==> src/rtl/hv_dim_accumulator_if.sv <==
// Handshake and data bundle between the encoder sequencer, the upstream
// adder tree/product source and the hypervector consumer.
interface hv_dim_accumulator_if #(
  parameter int DIM_WIDTH  = 16,
  parameter int NUM_DIMS   = 64,
  parameter int NUM_CHUNKS = 4
);
  localparam int CW = (NUM_CHUNKS > 1) ? $clog2(NUM_CHUNKS) : 1;
  localparam int DW = $clog2(NUM_DIMS);

  logic                 start;
  logic                 in_valid;
  logic                 in_ready;
  logic [CW-1:0]        chunk_idx;
  logic [DW-1:0]        dim_idx;
  logic [DIM_WIDTH-1:0] last_in;
  logic [DIM_WIDTH-1:0] tree_out;
  logic [NUM_DIMS-1:0]  hv_out;
  logic                 hv_valid;
  logic                 hv_ready;
  logic                 busy;

  // master: the surrounding datapath (tree, feature source, consumer)
  modport master (
    output start, in_valid, tree_out, hv_ready,
    input  in_ready, chunk_idx, dim_idx, last_in, hv_out, hv_valid, busy
  );

  // slave: the accumulator block itself
  modport slave (
    input  start, in_valid, tree_out, hv_ready,
    output in_ready, chunk_idx, dim_idx, last_in, hv_out, hv_valid, busy
  );
endinterface

==> src/rtl/hv_dim_accumulator.sv <==
// Sequences (chunk, dim) pairs through the adder tree, folds each registered
// tree result back into a per-dimension accumulator and binarizes the last chunk.
module hv_dim_accumulator #(
  parameter int DIM_WIDTH  = 16,
  parameter int NUM_DIMS   = 64,
  parameter int NUM_CHUNKS = 4
) (
  input logic                 clk,
  input logic                 reset,
  hv_dim_accumulator_if.slave bus
);
  localparam int CW = (NUM_CHUNKS > 1) ? $clog2(NUM_CHUNKS) : 1;
  localparam int DW = $clog2(NUM_DIMS);
  localparam logic [CW-1:0] LAST_CHUNK = CW'(NUM_CHUNKS - 1);
  localparam logic [DW-1:0] LAST_DIM   = DW'(NUM_DIMS - 1);

  typedef enum logic [1:0] {
    S_IDLE  = 2'd0,
    S_RUN   = 2'd1,
    S_DRAIN = 2'd2,
    S_DONE  = 2'd3
  } state_e;

  state_e               state_q;
  logic                 in_ready_q;
  logic                 hv_valid_q;
  logic                 busy_q;
  logic [CW-1:0]        chunk_q;
  logic [DW-1:0]        dim_q;

  logic                 wr_en_q;
  logic [DW-1:0]        wr_dim_q;
  logic                 wr_last_q;
  logic [NUM_DIMS-1:0]  hv_q;
  logic [DIM_WIDTH-1:0] acc_q [NUM_DIMS];

  logic accept;
  logic dim_wrap;

  assign accept   = bus.in_valid && in_ready_q;
  assign dim_wrap = (dim_q == LAST_DIM);

  // Sequencer; handshake outputs are registered alongside the state so they
  // switch exactly with it.
  always_ff @(posedge clk or posedge reset) begin
    if (reset) begin
      state_q    <= S_IDLE;
      in_ready_q <= 1'b0;
      hv_valid_q <= 1'b0;
      busy_q     <= 1'b0;
      chunk_q    <= '0;
      dim_q      <= '0;
    end else begin
      case (state_q)
        S_IDLE: begin
          if (bus.start) begin
            state_q    <= S_RUN;
            in_ready_q <= 1'b1;
            busy_q     <= 1'b1;
            chunk_q    <= '0;
            dim_q      <= '0;
          end
        end
        S_RUN: begin
          if (accept) begin
            dim_q <= dim_wrap ? '0 : dim_q + 1'b1;
            if (dim_wrap) begin
              if (chunk_q == LAST_CHUNK) begin
                chunk_q    <= '0;
                state_q    <= S_DRAIN;
                in_ready_q <= 1'b0;
              end else begin
                chunk_q <= chunk_q + 1'b1;
              end
            end
          end
        end
        S_DRAIN: begin
          state_q    <= S_DONE;
          hv_valid_q <= 1'b1;
        end
        S_DONE: begin
          if (bus.hv_ready) begin
            state_q    <= S_IDLE;
            hv_valid_q <= 1'b0;
            busy_q     <= 1'b0;
          end
        end
        default: begin
          state_q    <= S_IDLE;
          in_ready_q <= 1'b0;
          hv_valid_q <= 1'b0;
          busy_q     <= 1'b0;
        end
      endcase
    end
  end

  // Write-back pipe: remembers which dim the tree is summing this cycle.
  always_ff @(posedge clk or posedge reset) begin
    if (reset) begin
      wr_en_q   <= 1'b0;
      wr_dim_q  <= '0;
      wr_last_q <= 1'b0;
      hv_q      <= '0;
    end else begin
      wr_en_q <= accept;
      if (accept) begin
        wr_dim_q  <= dim_q;
        wr_last_q <= (chunk_q == LAST_CHUNK);
      end
      if (wr_en_q && wr_last_q)
        hv_q[wr_dim_q] <= ~bus.tree_out[DIM_WIDTH-1];
    end
  end

  // Accumulator words are left unreset: chunk 0 never reads them.
  always_ff @(posedge clk) begin
    if (wr_en_q)
      acc_q[wr_dim_q] <= bus.tree_out;
  end

  assign bus.in_ready  = in_ready_q;
  assign bus.hv_valid  = hv_valid_q;
  assign bus.busy      = busy_q;
  assign bus.chunk_idx = chunk_q;
  assign bus.dim_idx   = dim_q;
  assign bus.hv_out    = hv_q;
  assign bus.last_in   = (chunk_q == '0) ? '0 : acc_q[dim_q];
endmodule

==> src/flat_wrapper.sv <==
// flat-port wrapper written by rule: the top's interface ports become plain ports
module hv_dim_accumulator_flat 
#(
  parameter int DIM_WIDTH  = 16,
  parameter int NUM_DIMS   = 64,
  parameter int NUM_CHUNKS = 4
)
  (clk, reset, bus_start, bus_in_valid, bus_tree_out, bus_hv_ready, bus_in_ready, bus_chunk_idx, bus_dim_idx, bus_last_in, bus_hv_out, bus_hv_valid, bus_busy);
  hv_dim_accumulator_if #(.DIM_WIDTH(DIM_WIDTH), .NUM_DIMS(NUM_DIMS), .NUM_CHUNKS(NUM_CHUNKS)) bus_i ();
  input logic clk;
  input logic reset;
  input wire logic [$bits(bus_i.start)-1:0] bus_start;
  input wire logic [$bits(bus_i.in_valid)-1:0] bus_in_valid;
  input wire logic [$bits(bus_i.tree_out)-1:0] bus_tree_out;
  input wire logic [$bits(bus_i.hv_ready)-1:0] bus_hv_ready;
  output wire logic [$bits(bus_i.in_ready)-1:0] bus_in_ready;
  output wire logic [$bits(bus_i.chunk_idx)-1:0] bus_chunk_idx;
  output wire logic [$bits(bus_i.dim_idx)-1:0] bus_dim_idx;
  output wire logic [$bits(bus_i.last_in)-1:0] bus_last_in;
  output wire logic [$bits(bus_i.hv_out)-1:0] bus_hv_out;
  output wire logic [$bits(bus_i.hv_valid)-1:0] bus_hv_valid;
  output wire logic [$bits(bus_i.busy)-1:0] bus_busy;
  assign bus_i.start = bus_start;
  assign bus_i.in_valid = bus_in_valid;
  assign bus_i.tree_out = bus_tree_out;
  assign bus_i.hv_ready = bus_hv_ready;
  assign bus_in_ready = bus_i.in_ready;
  assign bus_chunk_idx = bus_i.chunk_idx;
  assign bus_dim_idx = bus_i.dim_idx;
  assign bus_last_in = bus_i.last_in;
  assign bus_hv_out = bus_i.hv_out;
  assign bus_hv_valid = bus_i.hv_valid;
  assign bus_busy = bus_i.busy;
  hv_dim_accumulator #(.DIM_WIDTH(DIM_WIDTH), .NUM_DIMS(NUM_DIMS), .NUM_CHUNKS(NUM_CHUNKS)) u_core (.clk(clk), .reset(reset), .bus(bus_i));
endmodule
==> config.mk <==
export PLATFORM = sky130hd
export DESIGN_NAME = hv_dim_accumulator_flat
export DESIGN_NICKNAME = d
export VERILOG_FILES = /design/src/rtl/hv_dim_accumulator_if.sv /design/src/rtl/hv_dim_accumulator.sv /design/src/flat_wrapper.sv
export SDC_FILE = /design/constraint.sdc
export NUM_CORES = 1
export LEC_CHECK = 0
export CAP_MARGIN = 10
export CELL_PAD_IN_SITES_DETAIL_PLACEMENT = 1
export CELL_PAD_IN_SITES_GLOBAL_PLACEMENT = 2
export CORE_ASPECT_RATIO = 1.2
export CORE_MARGIN = 1.5
export CORE_UTILIZATION = 52
export DETAILED_ROUTE_END_ITERATION = 16
export GPL_ROUTABILITY_DRIVEN = 0
export PLACE_DENSITY = 0.86
export SLEW_MARGIN = 20
export SYNTH_ARGS = -nofsm -noshare
export SYNTH_HDL_FRONTEND = slang
export SYNTH_SLANG_ARGS = --single-unit
==> constraint.sdc <==
create_clock -name clk -period 5.34 [get_ports clk]
set_clock_uncertainty 0.15 [all_clocks]
set_input_delay 0.801 -clock clk [delete_from_list [all_inputs] [get_ports clk]]
set_output_delay 0.801 -clock clk [all_outputs]
set_load 0.005 [all_outputs]
* Word level (Yosys, flattened, before mapping)
Memories as Yosys holds them, arrays and structs flattened.
Index checks and enable logic that the tools add are counted.
** Operators by class
- Add/sub/neg operators :: 2
- $mul :: 0
- Div/mod/pow operators :: 0
- Magnitude comparators :: 2
- Equal/unequal tests :: 10
- Shifts and indexed selects :: 0
- Multiplexer cells :: 29
- Bitwise gates (word level) :: 1
- Reductions and logical operators :: 14
** Operator list (count)
- 64-bit bitwise mux :: 1
- 2-bit two-way mux :: 9
- 6-bit two-way mux :: 3
- 16-bit two-way mux :: 1
- 6-bit one-hot mux with 2 select lines :: 1
- 5-bit AND reduction :: 2
- 1-bit two-way mux :: 8
- 2-bit one-hot mux with 4 select lines :: 1
- 6-bit by 7-bit < comparator with 1-bit output (second input constant) :: 1
- 6-bit by 1-bit adder with 6-bit output (second input constant) :: 1
- 1-bit demux with 6-bit select :: 1
- 2-bit equality test (second input constant) :: 3
- 6-bit equality test (second input constant) :: 1
- 6-bit by 1-bit greater-or-equal comparator with 1-bit output (second input constant) :: 1
- 2-bit by 1-bit inequality test with 1-bit output (second input constant) :: 3
- 1-bit one-hot mux with 2 select lines :: 3
- 3-bit AND reduction :: 2
- 2-bit nonzero test :: 3
- 2-bit zero test :: 2
- 2-bit inequality test (second input constant) :: 2
- 2-bit one-hot mux with 2 select lines :: 1
- 4-bit AND reduction :: 1
- 1-bit logical AND :: 3
- 2-bit by 1-bit adder with 2-bit output (second input constant) :: 1
- other kinds (3) :: 3
** Word-level totals
- Register bits after elaboration :: 85
- Bits in latches :: 0
- RAM bits :: 1024
- ROM bits :: 0
- Input bits :: 21
- Output and inout port bits :: 91
- Logic and storage cells :: 69
- Memories kept :: 1
** Memories
- u_core.acc_q :: depth 64, width 16, read ports 1, clocked after Yosys merged registers in 0, write ports 1, RTL line hv_dim_accumulator.sv:35 : logic [DIM_WIDTH-1:0] acc_q [NUM_DIMS];

* Logic depth before layout (Yosys ltp)
- Depth in word-level cells :: 5
- Gate-level depth with buffers :: 10
- Gate-level depth less buffers :: 7

* Least setup slack after synthesis
OpenSTA, ideal clock, no wires.
- Path type :: reg2reg
- Start :: reg u_core.wr_dim_q[3]
- End :: mem u_core.acc_q[16][0] (enable)
- Library setup time :: 0.430 ns
- Data arrival time :: 2.489 ns
- Required time :: 4.760 ns
- Slack :: 2.270 ns
- Cell stages (with the launch flop) :: 5
- Buffers on the path :: 1
- Period minus slack after synthesis :: 3.070 ns
- Cell sequence :: dfrtp_1 > buf_2 > nor2b_1 > nand3b_1 > nor4_1
** RTL lines
- start: declaration :: RTL line hv_dim_accumulator.sv:32 : logic [DW-1:0] wr_dim_q;
- start signal: assignment :: RTL line hv_dim_accumulator.sv:109 : wr_dim_q <= dim_q;
- end: declaration :: RTL line hv_dim_accumulator.sv:35
Straight into the memory's write port.

* Final worst setup path
- Start :: reg u_core.dim_q[1] (netlist: u_core.bus.dim_idx[1])
- End :: out bus_last_in[11]
** On the way
- Word-level cells in the longest chain between the ends :: 2
** RTL lines
- start: declaration :: RTL line hv_dim_accumulator.sv:29 : logic [DW-1:0] dim_q;
- start signal: assignment :: RTL line hv_dim_accumulator.sv:66 : dim_q <= dim_wrap ? '0 : dim_q + 1'b1;
- memory 64 x 16 bit
- 16-bit two-way mux :: RTL line hv_dim_accumulator.sv:129 : assign bus.last_in = (chunk_q == '0) ? '0 : acc_q[dim_q];
- end: declaration :: RTL line flat_wrapper.sv:19 : output wire logic [$bits(bus_i.last_in)-1:0] bus_last_in;
No other way between the ends.

==> flow_summary.ini <==
[outcome]
status = finished clean

[synth]
synth_largest_area_cell = edfxtp_1
async_reset_ff_frac = 0.07665
yosysWarnings = 0
synthFlopType = edfxtp_1
synth_edf_count = 1024
synth_cells = 2104
syn_nets = 2132
yosysTopAreaCellShare = 0.7156
syn_area_mm2 = 0.04297
yosysSeqAreaShare = 0.7651
ys_seq_elements = 1109
synth_area_per_cell_um2 = 20.42
synth.area.top_cells = edfxtp_1 (72%), mux4_2 (13%), dfrtp_1 (5.0%), nor2_1 (0.98%), mux2i_1 (0.93%)
synth_cell_type_count = 51

[grt]
grt_pass1_vias = 24162
grtUsageTotal = 0.2955
grt-ovfl-total = 0
grt_pass1_wl_um = 176400
antenna_found_initial = 3
grt_start_max_net_pins = 101

[timing]
fin_crit_ns = 5.267
timing.fmax_ghz = 0.1899
setup-violations-final = 0
min_period_over_period = 0.9863
rsz0062_at_grt = false
setup_slack_ns = 0.07311
tightest_slew_ns = 1.247
drv_slew = 0
setup_tns_ns = 0
hold_viol_final = 0
relSlewSlack = 0.1610

[clock_network]
postCtsHoldBufs = 0
cts_tree = yes
cts-root-buf = clkbuf_16
clk_latency_ns = 0.67
cts_sinks = 1109
cts_max_level = 3
path_clk_slew_ns = 0.06
cts_max_path_buffers = 3
cts-buffers-inserted = 100

[setup_path]
r2r-start = u_core.wr_dim_q[0]
rr_endpoint = u_core.acc_q[9][7]
r2r_cells = 3
worst_setup_path_end_kind = primary output
cp.arrival_ns = 4.32
rrSetupSlack_ns = 1.33
timing.setup.critical_path_class = register to primary output
required_ns = 4.39
crit_path_start_kind = register
crit_fanout = 39

[route]
routedWlPerCell_um = 35.59
finalWirelength_um = 123200
dr.pass1.iters = 5
vias = 23242
drc = 0
postRouteAntennaNets = 0
first_iter_violations = 3207
vias_per_cell = 6.715

[floorplanning]
initial_core_util = 0.5248
die_w_um = 265.4
io_pins = 112
die_y_um = 317.9
rows = 115
fp.coreArea_mm2 = 0.08187
die-area_mm2 = 0.08437

[power_and_ir_drop]
leakagePower_uw = 0.01561
p_per_area_mw_per_mm2 = 466.5
max-vdd-ir-drop_uv = 322.0

[finish]
syn_to_final_growth_pct = 14.19
final_util = 0.5993
drive_gt1_frac = 0.2397
final_net_count = 2355
fillers = 6807

[place]
port-buffer-count = 111
dp_slack_ns = 0.7758
post-dp-hpwl_um = 72180

[flow_run]
cap_violations = 0

[hold_path]
min-delay-start = u_core.bus.hv_out[33]
worstHoldPathCells = 2
hold_end = u_core.bus.hv_out[33]
worstHoldPathType = register to register
sequential cells by signal, indices dropped and copies added, names as in the netlist:
register / count
u_core.bus.dim_idx: 6
u_core.bus.hv_valid: 1
u_core.acc_q: 1024
u_core.wr_en_q: 1
u_core.bus.busy: 1
u_core.bus.chunk_idx: 2
u_core.bus.hv_out: 64
u_core.bus.in_ready: 1
u_core.wr_last_q: 1
u_core.wr_dim_q: 6
u_core.state_q: 2
synth_stat cells (9+ instances only):
cell / n
nand2b_1: 11
buf_4: 25
nor2_1: 112
o22ai_1: 37
nand3_1: 15
edfxtp_1: 1024
buf_2: 32
dfrtp_1: 85
a31oi_1: 24
a21oi_1: 36
inv_1: 10
mux2i_1: 40
o31ai_1: 34
nand2_1: 103
clkbuf_1: 45
mux2_2: 9
o21ai_0: 59
buf_6: 14
mux4_2: 254
critical path, stage by stage (launching register included):
cell,delay [ns]
dfrtp_4,0.76
buf_12,0.35
buf_4,0.28
mux4_2,0.27
o22ai_1,0.13
nor4_1,1.03
a31o_1,0.26
clkdlybuf4s50_1,0.54
worst max path at each step:
stage / endpoint / start / cells after the start / slack (ns)
floorplan: u_core.bus.busy / reset / 1 / 2.20
global placement: bus_last_in[12] / u_core.bus.dim_idx[0] / 7 / 0.71
detailed placement: bus_last_in[11] / u_core.bus.dim_idx[2] / 7 / 0.78
CTS: bus_last_in[7] / u_core.bus.dim_idx[0] / 7 / 0.03
global route: bus_last_in[7] / u_core.bus.dim_idx[0] / 7 / 0.003
finish: bus_last_in[11] / u_core.bus.dim_idx[1] / 7 / 0.07
layout by cell type (no fill, tap or decap), types with 9 or more instances in the layout:
cell type / instances
clkbuf_1: 20
mux2_2: 9
o21ai_0: 59
dfrtp_1: 82
a21oi_1: 36
nor2_1: 108
bufinv_16: 12
mux2i_1: 40
clkbuf_16: 103
edfxtp_1: 1024
clkdlybuf4s50_1: 95
inv_1: 9
buf_2: 10
nand2_1: 103
o22ai_1: 36
nand3_1: 15
clkinv_2: 15
clkinv_1: 23
o31ai_1: 34
a31oi_1: 24
mux4_2: 254
buf_4: 132
nand2b_1: 11
what timing repair did:
action | CTS | global route
gates resized for setup | 0 | 2
setup buffers | 0 | 1
setup endpoints to repair | 0 | 3
cell families after synthesis:
| logic type | after synthesis | share of synthesized area |
|---|---|---|
| compound gates | 255 | 0.03864 |
| fa+ha+maj | 7 | 0.002038 |
| buf+inv | 135 | 0.01735 |
| flops | 1109 | 0.7651 |
| mux | 306 | 0.1466 |
| simple gates | 292 | 0.03020 |
final cells by class:
type	instances	area (um2)	area share
clock inverters	55	570.5	0.01163
inverters	11	42.54	0.0008670
well taps	1053	1318	0.02685
multi-input cells	860	9384	0.1913
diodes	1	2.502	0.00005100
flip-flops and latches	1109	32890	0.6703
clock buffers	127	2708	0.05518
repair buffers	245	2152	0.04386
through the flow:
stage	total power [uW]	hold WS, ns	std cells	area, um2
4_1_cts	22850	0.3658	3459	49010
6_report	22890	0.3605	3461	49060
3_5_place_dp	15550	0.3541	3277	45740
5_1_grt	23380	0.3960	3461	49060
3_3_place_gp	15360	0.3415	3276	45710
2_1_floorplan	13320	0.3504	2104	42970
report_power, final:
group          internal [uW]  leakage, uW  switching [uW]
Clock                   4160      0.00160            3160
Combinational           2190      0.00399            3340
Sequential              9760       0.0100             277
routing by layer:
| layer | share of wire | up-vias | global-route usage | wire [um] |
|---|---|---|---|---|
| met1 | 0.37 | 12285 | 0.4017 | 45380 |
| met5 | 0 | - | 0 | 0 |
| met2 | 0.49 | 1559 | 0.4755 | 60220 |
| met3 | 0.098 | 283 | 0.05196 | 12050 |
| met4 | 0.045 | 0 | 0.1269 | 5515 |
| li1 | - | 9115 | - | - |
No activity file was read; power rests on OpenSTA's default activity.
